$ cat src/rtl/mc_control.sv
// mc_control: multicycle main control unit (Moore FSM).
// Sequences each instruction through fetch, decode, execute, memory and
// writeback states. It drives the datapath enables, the mux selects and the
// 2-bit ALU-op code consumed by the ALU-control decoder.
//
// Ports:
//   clk, reset          rising-edge clock, asynchronous active-high reset
//   opcode[5:0]         IR[31:26], sampled in DECODE and MEMADDR only
//   memready            memory access completes this cycle
//   pcwrite, pcwritecond, irwrite, regwrite, memread, memwrite   enables
//   iord, memtoreg, pcsource, alusrca, alusrcb, regdst           mux selects
//   aluop1, aluop0      00 add, 01 sub, 10 R-type
//   illegal             unsupported opcode seen in DECODE
//   state[3:0]          current state (debug)
module mc_control (
    input  logic       clk,
    input  logic       reset,
    input  logic [5:0] opcode,
    input  logic       memready,
    output logic       pcwrite,
    output logic       pcwritecond,
    output logic       iord,
    output logic       memread,
    output logic       memwrite,
    output logic       memtoreg,
    output logic       irwrite,
    output logic [1:0] pcsource,
    output logic       aluop1,
    output logic       aluop0,
    output logic       alusrca,
    output logic [1:0] alusrcb,
    output logic       regwrite,
    output logic       regdst,
    output logic       illegal,
    output logic [3:0] state
);

    typedef enum logic [3:0] {
        StFetch    = 4'd0,
        StDecode   = 4'd1,
        StMemAddr  = 4'd2,
        StMemRead  = 4'd3,
        StMemWb    = 4'd4,
        StMemWrite = 4'd5,
        StRExec    = 4'd6,
        StRWb      = 4'd7,
        StBranch   = 4'd8,
        StJump     = 4'd9,
        StIExec    = 4'd10,
        StIWb      = 4'd11
    } state_t;

    localparam logic [5:0] OpLw   = 6'b100011;
    localparam logic [5:0] OpSw   = 6'b101011;
    localparam logic [5:0] OpR    = 6'b000000;
    localparam logic [5:0] OpBeq  = 6'b000100;
    localparam logic [5:0] OpJ    = 6'b000010;
    localparam logic [5:0] OpAddi = 6'b001000;

    state_t     state_q, state_d;
    logic [1:0] aluop;

    // Next-state logic
    always_comb begin
        state_d = StFetch;
        case (state_q)
            StFetch:    state_d = memready ? StDecode : StFetch;
            StDecode: begin
                case (opcode)
                    OpLw, OpSw: state_d = StMemAddr;
                    OpR:        state_d = StRExec;
                    OpBeq:      state_d = StBranch;
                    OpJ:        state_d = StJump;
                    OpAddi:     state_d = StIExec;
                    default:    state_d = StFetch;
                endcase
            end
            StMemAddr:  state_d = (opcode == OpSw) ? StMemWrite : StMemRead;
            StMemRead:  state_d = memready ? StMemWb : StMemRead;
            StMemWb:    state_d = StFetch;
            StMemWrite: state_d = memready ? StFetch : StMemWrite;
            StRExec:    state_d = StRWb;
            StRWb:      state_d = StFetch;
            StBranch:   state_d = StFetch;
            StJump:     state_d = StFetch;
            StIExec:    state_d = StIWb;
            StIWb:      state_d = StFetch;
            default:    state_d = StFetch;
        endcase
    end

    always_ff @(posedge clk or posedge reset) begin
        if (reset) begin
            state_q <= StFetch;
        end else begin
            state_q <= state_d;
        end
    end

    // Output decode. Reset gates the enables combinationally so nothing can
    // pulse while reset is high, including the instant it is asserted.
    always_comb begin
        pcwrite     = 1'b0;
        pcwritecond = 1'b0;
        iord        = 1'b0;
        memread     = 1'b0;
        memwrite    = 1'b0;
        memtoreg    = 1'b0;
        irwrite     = 1'b0;
        pcsource    = 2'b00;
        aluop       = 2'b00;
        alusrca     = 1'b0;
        alusrcb     = 2'b00;
        regwrite    = 1'b0;
        regdst      = 1'b0;
        illegal     = 1'b0;
        case (state_q)
            StFetch: begin
                memread = 1'b1;
                alusrcb = 2'b01;
                irwrite = memready;
                pcwrite = memready;
            end
            StDecode: begin
                alusrcb = 2'b11;
                illegal = !(opcode inside {OpLw, OpSw, OpR, OpBeq, OpJ, OpAddi});
            end
            StMemAddr: begin
                alusrca = 1'b1;
                alusrcb = 2'b10;
            end
            StMemRead: begin
                memread = 1'b1;
                iord    = 1'b1;
            end
            StMemWb: begin
                regwrite = 1'b1;
                memtoreg = 1'b1;
            end
            StMemWrite: begin
                memwrite = 1'b1;
                iord     = 1'b1;
            end
            StRExec: begin
                alusrca = 1'b1;
                aluop   = 2'b10;
            end
            StRWb: begin
                regwrite = 1'b1;
                regdst   = 1'b1;
            end
            StBranch: begin
                alusrca     = 1'b1;
                aluop       = 2'b01;
                pcwritecond = 1'b1;
                pcsource    = 2'b01;
            end
            StJump: begin
                pcwrite  = 1'b1;
                pcsource = 2'b10;
            end
            StIExec: begin
                alusrca = 1'b1;
                alusrcb = 2'b10;
            end
            StIWb: begin
                regwrite = 1'b1;
            end
            default: ;
        endcase
        if (reset) begin
            pcwrite     = 1'b0;
            pcwritecond = 1'b0;
            irwrite     = 1'b0;
            memread     = 1'b0;
            memwrite    = 1'b0;
            regwrite    = 1'b0;
            illegal     = 1'b0;
        end
    end

    assign aluop1 = aluop[1];
    assign aluop0 = aluop[0];
    assign state  = state_q;

endmodule

$ cat config.mk
export PLATFORM = sky130hd
export DESIGN_NAME = mc_control
export DESIGN_NICKNAME = d
export VERILOG_FILES = /design/src/rtl/mc_control.sv
export SDC_FILE = /design/constraint.sdc
export NUM_CORES = 1
export LEC_CHECK = 0
export CAP_MARGIN = 30
export CELL_PAD_IN_SITES_DETAIL_PLACEMENT = 0
export CELL_PAD_IN_SITES_GLOBAL_PLACEMENT = 2
export CORE_MARGIN = 1
export CORE_UTILIZATION = 21
export DETAILED_ROUTE_END_ITERATION = 8
export PLACE_DENSITY = 0.78
export SLEW_MARGIN = 25
export SYNTH_ARGS = -nofsm -noshare
export SYNTH_HDL_FRONTEND = slang
export SYNTH_SLANG_ARGS = --single-unit
$ cat constraint.sdc
create_clock -name clk -period 2.85 [get_ports clk]
set_input_delay 0.855 -clock clk [delete_from_list [all_inputs] [get_ports clk]]
set_output_delay 0.855 -clock clk [all_outputs]
set_load 0.05 [all_outputs]
==> flow_summary.yaml <==
floorplan:
  rows: 18
  die-area_um2: 2980
  coreArea_um2: 2540
  fp.dieW_um: 54.6
  die_h_um: 54.6
  io_pins: 30
  initial_utilization: 0.229
job:
  maxCapViolCount: 0
placement:
  hpwlAfterDp_um: 1500
  place_area_um2: 1160
  portBuffers: 29
  gp_congestion: 0.754
  post-place-ws_ns: -0.228
final_layout:
  antenna_cells: 0
  largest_reg_flops: 4
  drive_gt1_frac: 0.483
  mostFrequentLayoutCell: "buf_4"
  final_cell_mix: "buf_4 (23), buf_12 (14), nor2_1 (7)"
  fillerInstances: 259
  area_growth_pct: 113
  final_area_um2: 1240
  fin_nets: 131
timing:
  hold_violations: 0
  holdWs_ns: 0.649
  fin_crit_ns: 2.82
  worstMarginPinSlew_ns: 0.577
  finalSetupViolCount: 0
  post-route-period-util: 0.990
  postLayoutSetupSlackWorst_ns: 0.0286
  finClkSkew_ns: 0.00152
  max_freq_mhz: 354
  setup_tns_ns: 0
  slew_violations: 0
  maxSlewHeadroom: 0.615
global_routing:
  antenna_found_initial: 0
  grt_max_degree: 16
  track_usage: 0.153
  first_global_vias: 702
  overflow: 0
  grt_pass1_wl_um: 3240
detailed_routing:
  drtIter0Drc: 13
  wl_um: 1900
  route.detailed.wl_per_inst_um: 12.6
  num_vias: 748
  vias_per_cell: 4.99
  first_pass_iters: 4
  drc: 0
  drtAntennaViolNets: 0
critical_path:
  cp_max_fo: 2
  arrival_ns: 1.97
  critPathKind: "input port to output pin"
  cp_top_family: "buffers and inverters"
  crit_path_top_delay_cell: "clkdlybuf4s50_1"
  worstPathRequired_ns: 2.00
  cp-end-kind: "output pin"
  cp_cell_sequence: "clkdlybuf4s50_1 -> nor3_2 -> o211ai_1 -> and4bb_1 -> buf_12"
  crit_buf_inv: 2
  cp_slowest_stage_delay_ns: 0.44
  start_kind: "input port"
logic_synthesis:
  synth_top_area_cell: "dfrtp_1"
  synthDominantCellAreaShare: 0.172
  syn_inst: 76
  synth-edff-count: 0
  ys_seq_area_frac: 0.172
  async_flop_share: 1.00
  syn_nets: 85
  yosysWarnings: 0
  avgSynthCellArea_um2: 7.66
  syn-cell-area_um2: 582
  synth.distinct_cells: 38
  synth_ff_type: "dfrtp_1"
  synth_seq_cells: 4
  synth_area_leaders: "dfrtp_1 (17%), nor3_1 (6.9%), buf_4 (6.5%)"
cts:
  insertion_delay_ns: 0.24
  htree_levels: 1
  cts_hold_buf: 0
  clk_pin_slew_ns: 0.04
  cts_num_sinks: 4
  cts_buffers: 3
  cts_tree: "done"
  cts_root_buffer: "clkbuf_4"
  clk_path_buf_depth: 2
power:
  p_leak_nw: 0.502
  p_per_area_nw_per_um2: 932
  peakVddDrop_mv: 0.738
status:
  outcome: "finished, final reports clean"
hold_path:
  hold_class: "input port to asynchronous set/reset pin"
[final cells by class]
type	instances	area (µm²)	area share
Sequential cell	4	100	0.0808
Tap cell	30	37.5	0.0303
Timing Repair Buffer	48	558	0.451
Inverter	2	7.51	0.00606
Multi-Input combinational cell	63	513	0.414
Clock buffer	3	22.5	0.0182
[repair_timing]
action / in CTS / in global routing
resized for setup: 10 / 6
pin swaps: 5 / 2
buffers inserted: 2 / 0
setup endpoints to repair: 4 / 4
[tightest hold or removal path: cells and delay by family]
kind	cells	cell delay (ns)
buffers and inverters	3	0.35
[report_power, final]
group	internal (mW)	leakage (nW)	switching, mW
clock	0.0472	0.0138	0.0244
combinational	0.402	0.435	0.541
sequential	0.0753	0.0532	0.0640
total	0.525	0.502	0.629
[worst paths after layout]
path | startpoint | end | slack, ns | depth (start not counted)
max | opcode[4] | illegal | 0.03 | 5
min | reset | state[3] | 0.65 | 3
max reg2reg | state[1] | state[2] | 1.24 | 4
min reg2reg | state[3] | state[3] | 0.79 | 3
max in group asynchronous | reset | state[2] | 2.10 | 3
min in group clk | state[3] | state[3] | 0.79 | 3
[cells in the mapped netlist (all sizes together) (2+ instances only)]
library cell and count:
o211ai 2, nand2b 5, nor2 8, a221o 2, dfrtp 4, nor3 8, inv 2, nor2b 3
nor3b 3, a21oi 3, nor4b 2, nand2 4, and3 3, buf 7, o21ai 3, nor4 3
[cell families (layout without fill, tap and decap cells)]
kind of cell | count (synthesis) | in the layout | share of synthesized area
xor gates and xnor gates | 2 | 2 | 0.0301
AOI/OAI and AO/OA | 17 | 17 | 0.206
DFF | 4 | 4 | 0.172
and+or+nand+nor | 44 | 44 | 0.486
buffers and inverters | 9 | 53 | 0.105
[routing by layer]
layer  up-vias  global-route usage  part of all wire
met2        24               0.235              0.46
met5         -                   0                 0
met1       344               0.198              0.47
met3         2              0.0639             0.053
li1        378                   -                 -
met4         0              0.0256             0.010
[through the flow]
stage	util	total power, mW	std cells
final	0.487	1.15	150
after global routing	0.487	1.22	150
after CTS	0.474	1.14	150
after detailed placement	0.456	1.05	145
after global placement	0.456	1.05	145
after floorplan	-	0.714	76
No activity file was read; power rests on OpenSTA's default activity.
